$ cat src/rtl/dat_mem_mover_pkg.sv
// Shared constants, state encoding and pointer helper for the dat_mem_mover block-move engine.
package dmove_pkg;

    localparam int ADDR_W = 8;
    localparam int DATA_W = 8;

    typedef enum logic [1:0] {
        IDLE,
        READ,
        WRITE,
        DONE
    } dmove_state_t;

    // Pointers wrap modulo 2**ADDR_W in either direction.
    function automatic logic [ADDR_W-1:0] step_ptr(input logic [ADDR_W-1:0] ptr,
                                                   input logic              backward);
        return backward ? ptr - ADDR_W'(1) : ptr + ADDR_W'(1);
    endfunction

endpackage

$ cat src/rtl/dat_mem_mover_if.sv
// Bus bundle between the processor/memory side and the dat_mem_mover engine.
interface dat_mem_mover_if #(
    parameter int ADDR_W = dmove_pkg::ADDR_W,
    parameter int DATA_W = dmove_pkg::DATA_W
);

    logic              start;
    logic [ADDR_W-1:0] src;
    logic [ADDR_W-1:0] dst;
    logic [ADDR_W-1:0] len;
    logic [ADDR_W-1:0] cpu_addr;
    logic              cpu_wr_en;
    logic [DATA_W-1:0] cpu_dat_in;
    logic [DATA_W-1:0] cpu_dat_out;
    logic [ADDR_W-1:0] mem_addr;
    logic              mem_wr_en;
    logic [DATA_W-1:0] mem_dat_in;
    logic [DATA_W-1:0] mem_dat_out;
    logic              busy;
    logic              done;
    logic [DATA_W-1:0] checksum;

    // Engine side.
    modport slave (
        input  start, src, dst, len, cpu_addr, cpu_wr_en, cpu_dat_in, mem_dat_out,
        output cpu_dat_out, mem_addr, mem_wr_en, mem_dat_in, busy, done, checksum
    );

    // Processor/memory side.
    modport master (
        output start, src, dst, len, cpu_addr, cpu_wr_en, cpu_dat_in, mem_dat_out,
        input  cpu_dat_out, mem_addr, mem_wr_en, mem_dat_in, busy, done, checksum
    );

endinterface

$ cat src/rtl/dat_mem_mover.sv
// Block-move engine owning the data memory port; memmove-safe copy, processor pass-through when idle.
// Optional running XOR of moved bytes enabled by defining DMOVE_CHECKSUM_EN.
module dat_mem_mover #(
    parameter int ADDR_W = dmove_pkg::ADDR_W,
    parameter int DATA_W = dmove_pkg::DATA_W
) (
    input  logic            clk,
    input  logic            reset,
    dat_mem_mover_if.slave  bus
);

    import dmove_pkg::*;

    dmove_state_t      r_state;
    dmove_state_t      w_next_state;
    logic [ADDR_W-1:0] r_src_ptr;
    logic [ADDR_W-1:0] r_dst_ptr;
    logic [ADDR_W-1:0] r_count;
    logic [DATA_W-1:0] r_data;
    logic              r_backward;

    logic [ADDR_W-1:0] w_diff;
    logic [ADDR_W-1:0] w_len_m1;
    logic              w_backward;
    logic              w_accept;
    logic [ADDR_W-1:0] w_mem_addr;
    logic              w_mem_wr_en;
    logic [DATA_W-1:0] w_mem_dat_in;

    // Backward only when the destination starts inside the source window.
    assign w_diff     = bus.dst - bus.src;
    assign w_len_m1   = bus.len - ADDR_W'(1);
    assign w_backward = (w_diff != '0) && (w_diff < bus.len);
    assign w_accept   = (r_state == IDLE) && bus.start;

    // NOTE: sequential state uses non-blocking assignments so every register sees pre-edge values.
    always_ff @(posedge clk) begin
        if (reset) begin
            r_state <= IDLE;
        end else begin
            r_state <= w_next_state;
        end
    end

    always_ff @(posedge clk) begin
        if (reset) begin
            r_src_ptr  <= '0;
            r_dst_ptr  <= '0;
            r_count    <= '0;
            r_data     <= '0;
            r_backward <= 1'b0;
        end else begin
            case (r_state)
                IDLE: begin
                    if (w_accept) begin
                        r_backward <= w_backward;
                        r_count    <= bus.len;
                        r_src_ptr  <= w_backward ? bus.src + w_len_m1 : bus.src;
                        r_dst_ptr  <= w_backward ? bus.dst + w_len_m1 : bus.dst;
                    end
                end
                READ: begin
                    r_data <= bus.mem_dat_out;
                end
                WRITE: begin
                    r_src_ptr <= step_ptr(r_src_ptr, r_backward);
                    r_dst_ptr <= step_ptr(r_dst_ptr, r_backward);
                    r_count   <= r_count - ADDR_W'(1);
                end
                default: ;
            endcase
        end
    end

    // NOTE: every output of this block gets a default first, so no path can infer a latch.
    always_comb begin
        w_next_state = r_state;
        w_mem_addr   = bus.cpu_addr;
        w_mem_wr_en  = bus.cpu_wr_en;
        w_mem_dat_in = bus.cpu_dat_in;
        case (r_state)
            IDLE: begin
                if (bus.start) begin
                    w_next_state = (bus.len == '0) ? DONE : READ;
                end
            end
            READ: begin
                w_mem_addr   = r_src_ptr;
                w_mem_wr_en  = 1'b0;
                w_next_state = WRITE;
            end
            WRITE: begin
                w_mem_addr   = r_dst_ptr;
                w_mem_wr_en  = 1'b1;
                w_mem_dat_in = r_data;
                w_next_state = (r_count == ADDR_W'(1)) ? DONE : READ;
            end
            DONE: begin
                w_next_state = IDLE;
            end
            default: begin
                w_next_state = IDLE;
            end
        endcase
    end

    assign bus.mem_addr    = w_mem_addr;
    assign bus.mem_wr_en   = w_mem_wr_en;
    assign bus.mem_dat_in  = w_mem_dat_in;
    assign bus.cpu_dat_out = bus.mem_dat_out;
    assign bus.busy        = (r_state == READ) || (r_state == WRITE);
    assign bus.done        = (r_state == DONE);

`ifdef DMOVE_CHECKSUM_EN
    logic [DATA_W-1:0] r_checksum;

    always_ff @(posedge clk) begin
        if (reset) begin
            r_checksum <= '0;
        end else if (w_accept) begin
            r_checksum <= '0;
        end else if (r_state == WRITE) begin
            r_checksum <= r_checksum ^ r_data;
        end
    end

    assign bus.checksum = r_checksum;
`else
    assign bus.checksum = '0;
`endif

endmodule

$ cat src/flat_wrapper.sv
// flat-port wrapper written by rule: the top's interface ports become plain ports
module dat_mem_mover_flat import dmove_pkg::*;
#(
    parameter int ADDR_W = dmove_pkg::ADDR_W,
    parameter int DATA_W = dmove_pkg::DATA_W
)
  (clk, reset, bus_start, bus_src, bus_dst, bus_len, bus_cpu_addr, bus_cpu_wr_en, bus_cpu_dat_in, bus_mem_dat_out, bus_cpu_dat_out, bus_mem_addr, bus_mem_wr_en, bus_mem_dat_in, bus_busy, bus_done, bus_checksum);
  dat_mem_mover_if #(.ADDR_W(ADDR_W), .DATA_W(DATA_W)) bus_i ();
  input  logic clk;
  input  logic reset;
  input wire logic [$bits(bus_i.start)-1:0] bus_start;
  input wire logic [$bits(bus_i.src)-1:0] bus_src;
  input wire logic [$bits(bus_i.dst)-1:0] bus_dst;
  input wire logic [$bits(bus_i.len)-1:0] bus_len;
  input wire logic [$bits(bus_i.cpu_addr)-1:0] bus_cpu_addr;
  input wire logic [$bits(bus_i.cpu_wr_en)-1:0] bus_cpu_wr_en;
  input wire logic [$bits(bus_i.cpu_dat_in)-1:0] bus_cpu_dat_in;
  input wire logic [$bits(bus_i.mem_dat_out)-1:0] bus_mem_dat_out;
  output wire logic [$bits(bus_i.cpu_dat_out)-1:0] bus_cpu_dat_out;
  output wire logic [$bits(bus_i.mem_addr)-1:0] bus_mem_addr;
  output wire logic [$bits(bus_i.mem_wr_en)-1:0] bus_mem_wr_en;
  output wire logic [$bits(bus_i.mem_dat_in)-1:0] bus_mem_dat_in;
  output wire logic [$bits(bus_i.busy)-1:0] bus_busy;
  output wire logic [$bits(bus_i.done)-1:0] bus_done;
  output wire logic [$bits(bus_i.checksum)-1:0] bus_checksum;
  assign bus_i.start = bus_start;
  assign bus_i.src = bus_src;
  assign bus_i.dst = bus_dst;
  assign bus_i.len = bus_len;
  assign bus_i.cpu_addr = bus_cpu_addr;
  assign bus_i.cpu_wr_en = bus_cpu_wr_en;
  assign bus_i.cpu_dat_in = bus_cpu_dat_in;
  assign bus_i.mem_dat_out = bus_mem_dat_out;
  assign bus_cpu_dat_out = bus_i.cpu_dat_out;
  assign bus_mem_addr = bus_i.mem_addr;
  assign bus_mem_wr_en = bus_i.mem_wr_en;
  assign bus_mem_dat_in = bus_i.mem_dat_in;
  assign bus_busy = bus_i.busy;
  assign bus_done = bus_i.done;
  assign bus_checksum = bus_i.checksum;
  dat_mem_mover #(.ADDR_W(ADDR_W), .DATA_W(DATA_W)) u_core (.clk(clk), .reset(reset), .bus(bus_i));
endmodule
$ cat config.mk
export PLATFORM = sky130hd
export DESIGN_NAME = dat_mem_mover_flat
export DESIGN_NICKNAME = d
export VERILOG_FILES = /design/src/rtl/dat_mem_mover_pkg.sv /design/src/rtl/dat_mem_mover_if.sv /design/src/rtl/dat_mem_mover.sv /design/src/flat_wrapper.sv
export SDC_FILE = /design/constraint.sdc
export NUM_CORES = 1
export LEC_CHECK = 0
export ABC_CLOCK_PERIOD_IN_PS = 11000
export BUFFER_PORTS_ARGS = -buffer_cell sky130_fd_sc_hd__buf_2
export CAP_MARGIN = 0
export CORE_UTILIZATION = 30
export DETAILED_ROUTE_END_ITERATION = 10
export PLACE_DENSITY = 0.5
export SYNTH_ARGS = -nofsm -noshare
export SYNTH_HDL_FRONTEND = slang
export SYNTH_SLANG_ARGS = --single-unit
$ cat constraint.sdc
create_clock -name clk -period 11 [get_ports clk]
set_input_delay 1.1 -clock clk [delete_from_list [all_inputs] [get_ports clk]]
set_output_delay 1.1 -clock clk [all_outputs]
set_load 0.02 [all_outputs]
# After elaboration in Yosys (flattened, before gate mapping)
# Cells that the tools add are included.
[op_classes]
n_addsub = 9
magnitude_cmp = 1
n_eq_ne = 6
n_mux = 17
n_reduce_logical = 9
[ops]
columns = ["cell", "n"]
rows = [
  ["8-bit two-way mux", 8],
  ["8-bit one-hot mux with 2 select lines", 4],
  ["8-bit by 1-bit subtractor with 8-bit output (second input constant)", 4],
  ["8-bit by 1-bit adder with 8-bit output (second input constant)", 2],
  ["8-bit adder", 2],
  ["8-bit by 1-bit == test with 1-bit output (second input constant)", 1],
  ["8-bit zero test", 1],
  ["8-bit less-than comparator", 1],
  ["2-bit one-hot mux with 4 select lines", 1],
  ["8-bit nonzero test", 1],
  ["8-bit subtractor", 1],
  ["2-bit two-way mux", 3],
  ["2-bit == test (second input constant)", 2],
  ["2-bit AND reduction", 2],
  ["2-bit by 1-bit == test with 1-bit output (second input constant)", 1],
  ["1-bit logical AND", 2],
  ["2-bit zero test", 1],
  ["2-bit by 1-bit inequality test with 1-bit output (second input constant)", 1],
  ["2-bit inequality test (second input constant)", 1],
  ["1-bit one-hot mux with 2 select lines", 1],
  ["2-bit nonzero test", 1],
  ["1-bit logical OR", 1],
]
[word_totals]
register_bits = 35
in_bits = 52
out_inout_bits = 35
wordCells = 48

# Depth between registers and ports, before layout
# Gate-level depths: netlist of run 1.
[logic_depth]
ltp_word = 6
depth_mapped = 18
ltp_nobuf = 17

# Least setup slack after synthesis of run 1
# Ideal clock, no wire load.
[synth_path]
path_kind = "input to register"
from = "in bus_dst[0]"
to = "reg u_core.r_dst_ptr[3]"
setup_ns = 0.103
t_arrival_ns = 4.135
required_time_ns = 10.897
slack_ns = 6.762
path_stages = 17
path_buffers = 1
cell_sequence = "inv_1 ha_1 inv_1 fa_1 a211oi_1 nor4_1 nor3_1 inv_1 ha_1 nand2_1 nor2_1 a211oi_1 o21ai_1 a31oi_4 buf_6 mux2i_1 a2111oi_2"
[synth_via]
elab_chain_len = 6
word_cells_on_any_way = 8
cone_classes = "add/sub: 2; order compare: 1; mux: 3; reduce/logical: 2"
[synth_lines]
columns = ["item", "line", "source"]
rows = [
  ["from (decl)", "flat_wrapper.sv:13", "input wire logic [$bits(bus_i.dst)-1:0] bus_dst;"],
  ["8-bit subtractor", "dat_mem_mover.sv:31", "assign w_diff = bus.dst - bus.src;"],
  ["8-bit less-than comparator / 8-bit nonzero test (equally long branches)", "dat_mem_mover.sv:33", "assign w_backward = (w_diff != '0) && (w_diff < bus.len);"],
  ["1-bit logical AND", "dat_mem_mover.sv:33", ""],
  ["8-bit two-way mux (*)", "dat_mem_mover.sv:59", "r_dst_ptr <= w_backward ? bus.dst + w_len_m1 : bus.dst;"],
  ["8-bit two-way mux (*)", "dat_mem_mover.sv:55", "if (w_accept) begin"],
  ["8-bit one-hot mux with 2 select lines (*)", "dat_mem_mover.sv:53", "case (r_state)"],
  ["to (signal assigned)", "dat_mem_mover.sv:59", ""],
  ["to (signal assigned)", "dat_mem_mover.sv:67", "r_dst_ptr <= step_ptr(r_dst_ptr, r_backward);"],
  ["to (decl)", "dat_mem_mover.sv:17", "logic [ADDR_W-1:0] r_dst_ptr;"],
]
# Every way passes the cells marked *; elsewhere a longest branch is shown, timed or not. The select of a mux whose other input is x is not followed.
# A chain may end at the register's enable or synchronous reset.

# Worst setup path after layout of run 1
[layout_path]
from = "in bus_dst[0]"
to = "reg u_core.r_src_ptr[3]"
[layout_via]
elab_chain_len = 6
word_cells_on_any_way = 7
cone_classes = "add/sub: 1; order compare: 1; mux: 3; reduce/logical: 2"
[layout_lines]
columns = ["item", "line", "source"]
rows = [
  ["8-bit subtractor (*)", "dat_mem_mover.sv:31", ""],
  ["8-bit less-than comparator / 8-bit nonzero test (equally long branches)", "dat_mem_mover.sv:33", ""],
  ["1-bit logical AND (*)", "dat_mem_mover.sv:33", ""],
  ["8-bit two-way mux (*)", "dat_mem_mover.sv:58", "r_src_ptr <= w_backward ? bus.src + w_len_m1 : bus.src;"],
  ["8-bit two-way mux (*)", "dat_mem_mover.sv:55", ""],
  ["8-bit one-hot mux with 2 select lines (*)", "dat_mem_mover.sv:53", ""],
  ["to (signal assigned)", "dat_mem_mover.sv:58", ""],
  ["to (signal assigned)", "dat_mem_mover.sv:66", "r_src_ptr <= step_ptr(r_src_ptr, r_backward);"],
  ["to (decl)", "dat_mem_mover.sv:16", "logic [ADDR_W-1:0] r_src_ptr;"],
]
# Marks and branches as above.

==> metrics.md, run 1 <==
| Metric | Value |
|---|---|
| Status | `complete, no violations` |
| Vias/cell | `5.080` |
| Clock buffer depth | `2` |
| First-pass GRT wire length | `18430 um` |
| H-tree levels | `2` |
| Hold_buf cts | `0` |
| Most common cell after layout, fill and taps aside | `buf_2` |
| Root buf cell | `clkbuf_16` |
| Distinct cell type count after synthesis | `63` |
| Largest net degree at the start of global routing | `44` |
| Min-Delay Path Class | `flip-flop to flip-flop` |
| Initial DRC Count | `188` |
| Clock Power Share | `14.3%` |
| DR vias | `3795` |
| Comb pwr share | `65.9%` |
| Layout cells sized above 1 | `18.09%` |
| Post-DP HPWL | `9120 um` |
| Worst EP required | `11.16 ns` |
| Most frequent cells in the layout | `78 x buf_2, 68 x nor2_1, 47 x ha_1, 36 x a21oi_1, 35 x dfxtp_1` |
| Fill cell count | `1369` |
| Clock Sinks | `35` |
| Switch Pwr | `574.6 uW` |
| CP startpoint kind | `input port` |
| Post-CTS sizing | `0` |
| IO buf count | `78` |
| Die H | `117.9 um` |
| Worst slack, placed | `5.836 ns` |
| Die Footprint | `13910 um^2` |
| Multi-input gate area | `3017 um^2` |
| Antenna violations before repair | `0` |
| Critical Path AT | `5.03 ns` |
| Routed Antenna Nets | `0` |
| Slew Viols, Final | `0` |
| GR Overflow Total | `0` |
| Layout net count | `679` |
| Clk_skew | `0.01075 ns` |
| # Post-CTS Setup Buffers | `0` |
| Net Sw Frac | `50.25%` |
| Fin cells | `747` |
| Post-synthesis sequential area ratio | `17.38%` |
| Crit path max fanout | `22` |
| Max cap viols | `0` |
| Drt wl/cell | `15.09 um` |
| Min Clock Period, post-route | `4.873 ns` |
| Vias in the first global route | `3647` |
| Leakage | `2.027 nW` |
| Post-synth top flop | `dfxtp_1` |
| Asr flop ratio synth | `0%` |
| Top Ports | `87` |
| RSZ-0062 raised after global routing | `false` |
| First-pass DRT Iterations | `4` |
| Slew @ Worst Pin | `0.9348 ns` |
| Area Overhead vs Synth | `15.24%` |
| Pint | `568.8 uW` |
| Final setup viols | `0` |
| FF+latch count, synth | `35` |
| Initial Utilization | `31.31%` |
| Insertion delay to the later sink of the worst-skew pair | `0.29 ns` |
| Wirelength, routed | `11280 um` |
| Gpl congestion | `0.8251` |
| Row cnt | `41` |
| Post-route setup slack | `6.127 ns` |
| Gr usage total | `16.39%` |
| Post-Place Cells | `739` |
| Fmax | `0.2052 GHz` |
| Placed Area | `4477 um^2` |
| Finished Cell Area | `4646 um^2` |
| Residual DRC count | `0` |
| CTS tree | `done` |
| Synthesized area per cell | `7.813 um^2` |
| Register area | `700.7 um^2` |
| Seq pwr share | `19.8%` |
| Worst vdd ir | `0.00007456 V` |
| Mapped cell area | `4031 um^2` |
| Hold_ws | `0.4933 ns` |
| Total CTS buffers | `5` |
| Post-synth EDFFs | `0` |
| Fin crit share | `44.30%` |
| N_diodes | `0` |
| TNS Setup | `0 ns` |
| Core Box Area | `12880 um^2` |
| Die Span X | `117.9 um` |
| Cells after synthesis | `516` |
| Slew headroom | `37.26%` |
| Clk slew on worst S/H paths | `0.06 ns` |
| Crit. End Element | `flip-flop` |
| Yosys Warn Count | `0` |
| Critical path type | `input port to flip-flop` |
| PwrDens | `246.1 nW/um^2` |
| Final Hold Viols | `0` |
-- metal layers --
layer  part of all wire, %  track usage (%)  wire length [um]
met2                    47            27.54              5263
met4                   1.4            5.208               163
met1                    48            21.88              5442
met5                     0                0                 0
met3                   3.6            1.599               406
-- power groups by stage --
stage	combinational, mW	sequential, mW	clock [mW]
2_1_floorplan	0.580	0.212	0
3_3_place_gp	0.746	0.228	0
3_5_place_dp	0.755	0.228	0
4_1_cts	0.760	0.225	0.167
5_1_grt	0.844	0.233	0.170
6_report	0.754	0.227	0.163
-- cells in the mapped netlist (16+ instances only) --
cell      instances  area share (%)
a21oi_1          36             4.5
buf_4            16             3.0
clkbuf_1         16             1.5
dfxtp_1          35              17
ha_1             48              15
inv_1            34             3.2
mux2i_1          20             5.0
nand2_1          22             2.0
nand3_1          20             2.5
nor2_1           68             6.3
o21ai_0          20             2.5
xnor2_1          20             4.3
-- state kept, by name, indices dropped and copies added (netlist names) --
register and cells:
u_core.r_count 8, u_core.r_data 8, u_core.r_dst_ptr 8, u_core.r_src_ptr 8, u_core.r_state 2, u_core.r_backward 1
-- logic make-up (layout without fill, tap and decap cells) --
kind of cell,after synthesis,after routing,synth area share [%]
AOI/OAI and AO/OA,132,132,22.75
xor gates and xnor gates,32,32,6.952
adders and majority gates,53,53,17.38
buffers and inverters,73,125,8.504
DFF,35,35,17.38
muxes,30,30,7.759
other,1,8,0.09302
and+or+nand+nor,160,160,19.18
-- path summary, 6_finish.rpt --
path / startpoint / endpoint / slack (ns) / depth (start not counted)
worst max register to register: u_core.r_backward / u_core.r_src_ptr[7] / 8.20 / 8
worst max-delay path: bus_dst[0] / u_core.r_src_ptr[3] / 6.13 / 17
worst min register to register: u_core.r_data[6] / u_core.r_data[6] / 0.49 / 2
worst min-delay path: u_core.r_data[6] / u_core.r_data[6] / 0.49 / 2
-- worst max-delay path, cell delays in order --
cell and delay [ns]:
buf_2 0.10, inv_1 0.06, ha_1 0.18, inv_1 0.06, fa_1 0.40, a211oi_1 0.37, nor4_1 0.09, nor3_1 0.52
inv_1 0.11, ha_1 0.31, nand2_1 0.06, nor2_1 0.04, a211oi_1 0.16, o21ai_1 0.19, a31oi_4 0.69, mux2i_1 0.18
a2111oi_0 0.39
-- per-stage QoR --
stage	util (%)	total power [mW]
3_3_place_gp	34.77	0.9740
3_5_place_dp	34.77	0.9829
5_1_grt	36.08	1.246
4_1_cts	36.08	1.152
2_1_floorplan	-	0.7917
6_report	36.08	1.143
-- layout make-up --
| type | count | share of cell area (%) |
|---|---|---|
| Inverter | 37 | 2.989 |
| Clock inverter | 3 | 0.9426 |
| Tap cell | 172 | 4.632 |
| Sequential cell | 35 | 15.08 |
| Timing Repair Buffer | 80 | 8.726 |
| Multi-Input combinational cell | 415 | 64.93 |
| Clock buffer | 5 | 2.693 |
Power figures use the tool's default switching activity.
==> run 2, diff against run 1 <==
--- a/config.mk
+++ b/config.mk
@@ -5,12 +5,12 @@
 export SDC_FILE = /design/constraint.sdc
 export NUM_CORES = 1
 export LEC_CHECK = 0
-export ABC_CLOCK_PERIOD_IN_PS = 11000
+export ABC_CLOCK_PERIOD_IN_PS = 4100
 export BUFFER_PORTS_ARGS = -buffer_cell sky130_fd_sc_hd__buf_2
 export CAP_MARGIN = 0
 export CORE_UTILIZATION = 30
 export DETAILED_ROUTE_END_ITERATION = 10
-export PLACE_DENSITY = 0.5
+export PLACE_DENSITY = 0.52
 export SYNTH_ARGS = -nofsm -noshare
 export SYNTH_HDL_FRONTEND = slang
 export SYNTH_SLANG_ARGS = --single-unit
==> constraint.sdc (replaced) <==
create_clock -name clk -period 4.1 [get_ports clk]
set_input_delay 0.41 -clock clk [delete_from_list [all_inputs] [get_ports clk]]
set_output_delay 0.41 -clock clk [all_outputs]
set_load 0.02 [all_outputs]
==> metrics.md, run 2 (same netlist as run 1, synthesis figures left out) <==
| Metric | Value |
|---|---|
| Hold path endpoint | `u_core.r_data[3]` |
| Worst EP required | `4.22 ns` |
| DR vias | `3828` |
| N_diodes | `0` |
| Gr usage total | `16.32%` |
| Drt wl/cell | `14.97 um` |
| Fmax | `0.2772 GHz` |
| Hold_ws | `0.3776 ns` |
| PwrDens | `657.3 nW/um^2` |
| Die Footprint | `13910 um^2` |
| Comb pwr share | `66.0%` |
| Vias/cell | `5.097` |
| Clock buffer depth | `2` |
| CP startpoint kind | `input port` |
| Slew Viols, Final | `0` |
| Final setup viols | `0` |
| Area Overhead vs Synth | `16.11%` |
| Layout cells sized above 1 | `18.83%` |
| Crit path max fanout | `8` |
| Net Sw Frac | `49.93%` |
| Switch Pwr | `1.536 mW` |
| Status | `complete, no violations` |
| Most frequent cells in the layout | `78 x buf_2, 68 x nor2_1, 47 x ha_1, 36 x a21oi_1, 35 x dfxtp_1` |
| Crit. End Element | `flip-flop` |
| Core Box Area | `12880 um^2` |
| CTS tree | `done` |
| Insertion delay to the later sink of the worst-skew pair | `0.28 ns` |
| Total CTS buffers | `5` |
| First-pass GRT wire length | `18620 um` |
| Clock Sinks | `35` |
| Worst vdd ir | `0.0002360 V` |
| RSZ-0062 raised after global routing | `false` |
| Most common cell after layout, fill and taps aside | `buf_2` |
| Clk slew on worst S/H paths | `0.06 ns` |
| Critical path type | `input port to flip-flop` |
| Pint | `1.540 mW` |
| First-pass DRT Iterations | `4` |
| Slew @ Worst Pin | `0.9012 ns` |
| Gpl congestion | `0.8983` |
| TNS Setup | `0 ns` |
| Die H | `117.9 um` |
| Number of cells on the worst reg-to-reg path | `8` |
| Min Clock Period, post-route | `3.607 ns` |
| Critical R2R Launch | `u_core.r_backward` |
| Routed Antenna Nets | `0` |
| Top Ports | `87` |
| Layout net count | `683` |
| Max cap viols | `0` |
| Initial DRC Count | `170` |
| Min-Delay Path Class | `input port to flip-flop` |
| Clk_skew | `0.007173 ns` |
| Hold Path Origin | `bus_mem_dat_out[3]` |
| Worst slack, placed | `0.08242 ns` |
| Residual DRC count | `0` |
| Seq pwr share | `19.8%` |
| H-tree levels | `2` |
| R2r endpoint | `u_core.r_src_ptr[7]` |
| Post-route setup slack | `0.4931 ns` |
| Setup slack, reg-to-reg | `1.33 ns` |
| Largest net degree at the start of global routing | `46` |
| IO buf count | `78` |
| Hold Path Stages | `3` |
| Finished Cell Area | `4681 um^2` |
| Row cnt | `41` |
| Critical Path AT | `3.73 ns` |
| GR Overflow Total | `0` |
| Initial Utilization | `31.31%` |
| Placed Area | `4507 um^2` |
| Total power | `3.077 mW` |
| Post-DP HPWL | `9077 um` |
| Fill cell count | `1351` |
| Leakage | `2.047 nW` |
| Vias in the first global route | `3750` |
| Antenna violations before repair | `0` |
| Clock Power Share | `14.2%` |
| Fin crit share | `87.97%` |
| Root buf cell | `clkbuf_16` |
| Slew headroom | `39.52%` |
| Die Span X | `117.9 um` |
| Wirelength, routed | `11240 um` |
| Final Hold Viols | `0` |
run 2: metrics by stage:
step	utilization, %	instances
after CTS	36.31	751
after global routing	36.35	751
after detailed placement	35.00	743
after global placement	35.00	743
after floorplan	-	523
final	36.35	751
run 2: worst max path at each step:
stage	startpoint	endpoint	slack, ns	cells past startpoint
6_report	bus_dst[0]	u_core.r_src_ptr[1]	0.49	19
5_1_grt	bus_dst[0]	u_core.r_src_ptr[1]	0.06	19
4_1_cts	bus_dst[0]	u_core.r_src_ptr[1]	0.37	19
3_5_place_dp	bus_dst[0]	u_core.r_src_ptr[1]	0.08	19
3_3_place_gp	bus_dst[0]	u_core.r_src_ptr[1]	0.28	19
2_1_floorplan	bus_dst[0]	u_core.r_dst_ptr[3]	0.55	17
run 2: power groups by stage:
stage	Clock (mW)	Combinational [mW]	Sequential [mW]
2_1_floorplan	0	1.56	0.568
3_3_place_gp	0	1.98	0.612
3_5_place_dp	0	2.02	0.615
4_1_cts	0.442	2.04	0.608
5_1_grt	0.455	2.28	0.633
6_report	0.436	2.03	0.611
run 2: what timing repair did:
item                                    4_1_cts  5_1_grt
gates resized for setup                       0        1
hold buffers                                  0        0
endpoints found under the setup margin        0        4
setup buffers                                 0        0
run 2: cell type report:
class	instances	area, um^2	area share (%)
Multi-Input combinational cell	415	3022	64.55
Timing Repair Buffer	84	435.4	9.302
Inverter	37	138.9	2.967
Clock inverter	3	43.79	0.9356
Clock buffer	5	125.1	2.673
Tap cell	172	215.2	4.598
Sequential cell	35	700.7	14.97
run 2: critical path, cell delays in order:
cell and delay, ns:
buf_2 0.11, inv_1 0.08, ha_1 0.19, inv_1 0.06, fa_1 0.41, a211oi_2 0.29, nor2_1 0.09, nor4b_1 0.27
nor3_1 0.13, inv_1 0.07, ha_1 0.23, nand2_1 0.06, nor2_1 0.04, a211oi_1 0.16, o21ai_1 0.20, a31oi_4 0.36
buf_4 0.24, mux2i_1 0.24, a211oi_1 0.10
run 2: per-layer routing:
| layer | GRT usage (%) | wire length, um |
|---|---|---|
| met3 | 1.405 | 378 |
| met2 | 27.17 | 5155 |
| met1 | 22.34 | 5526 |
| met5 | 0 | 0 |
| met4 | 4.487 | 179 |
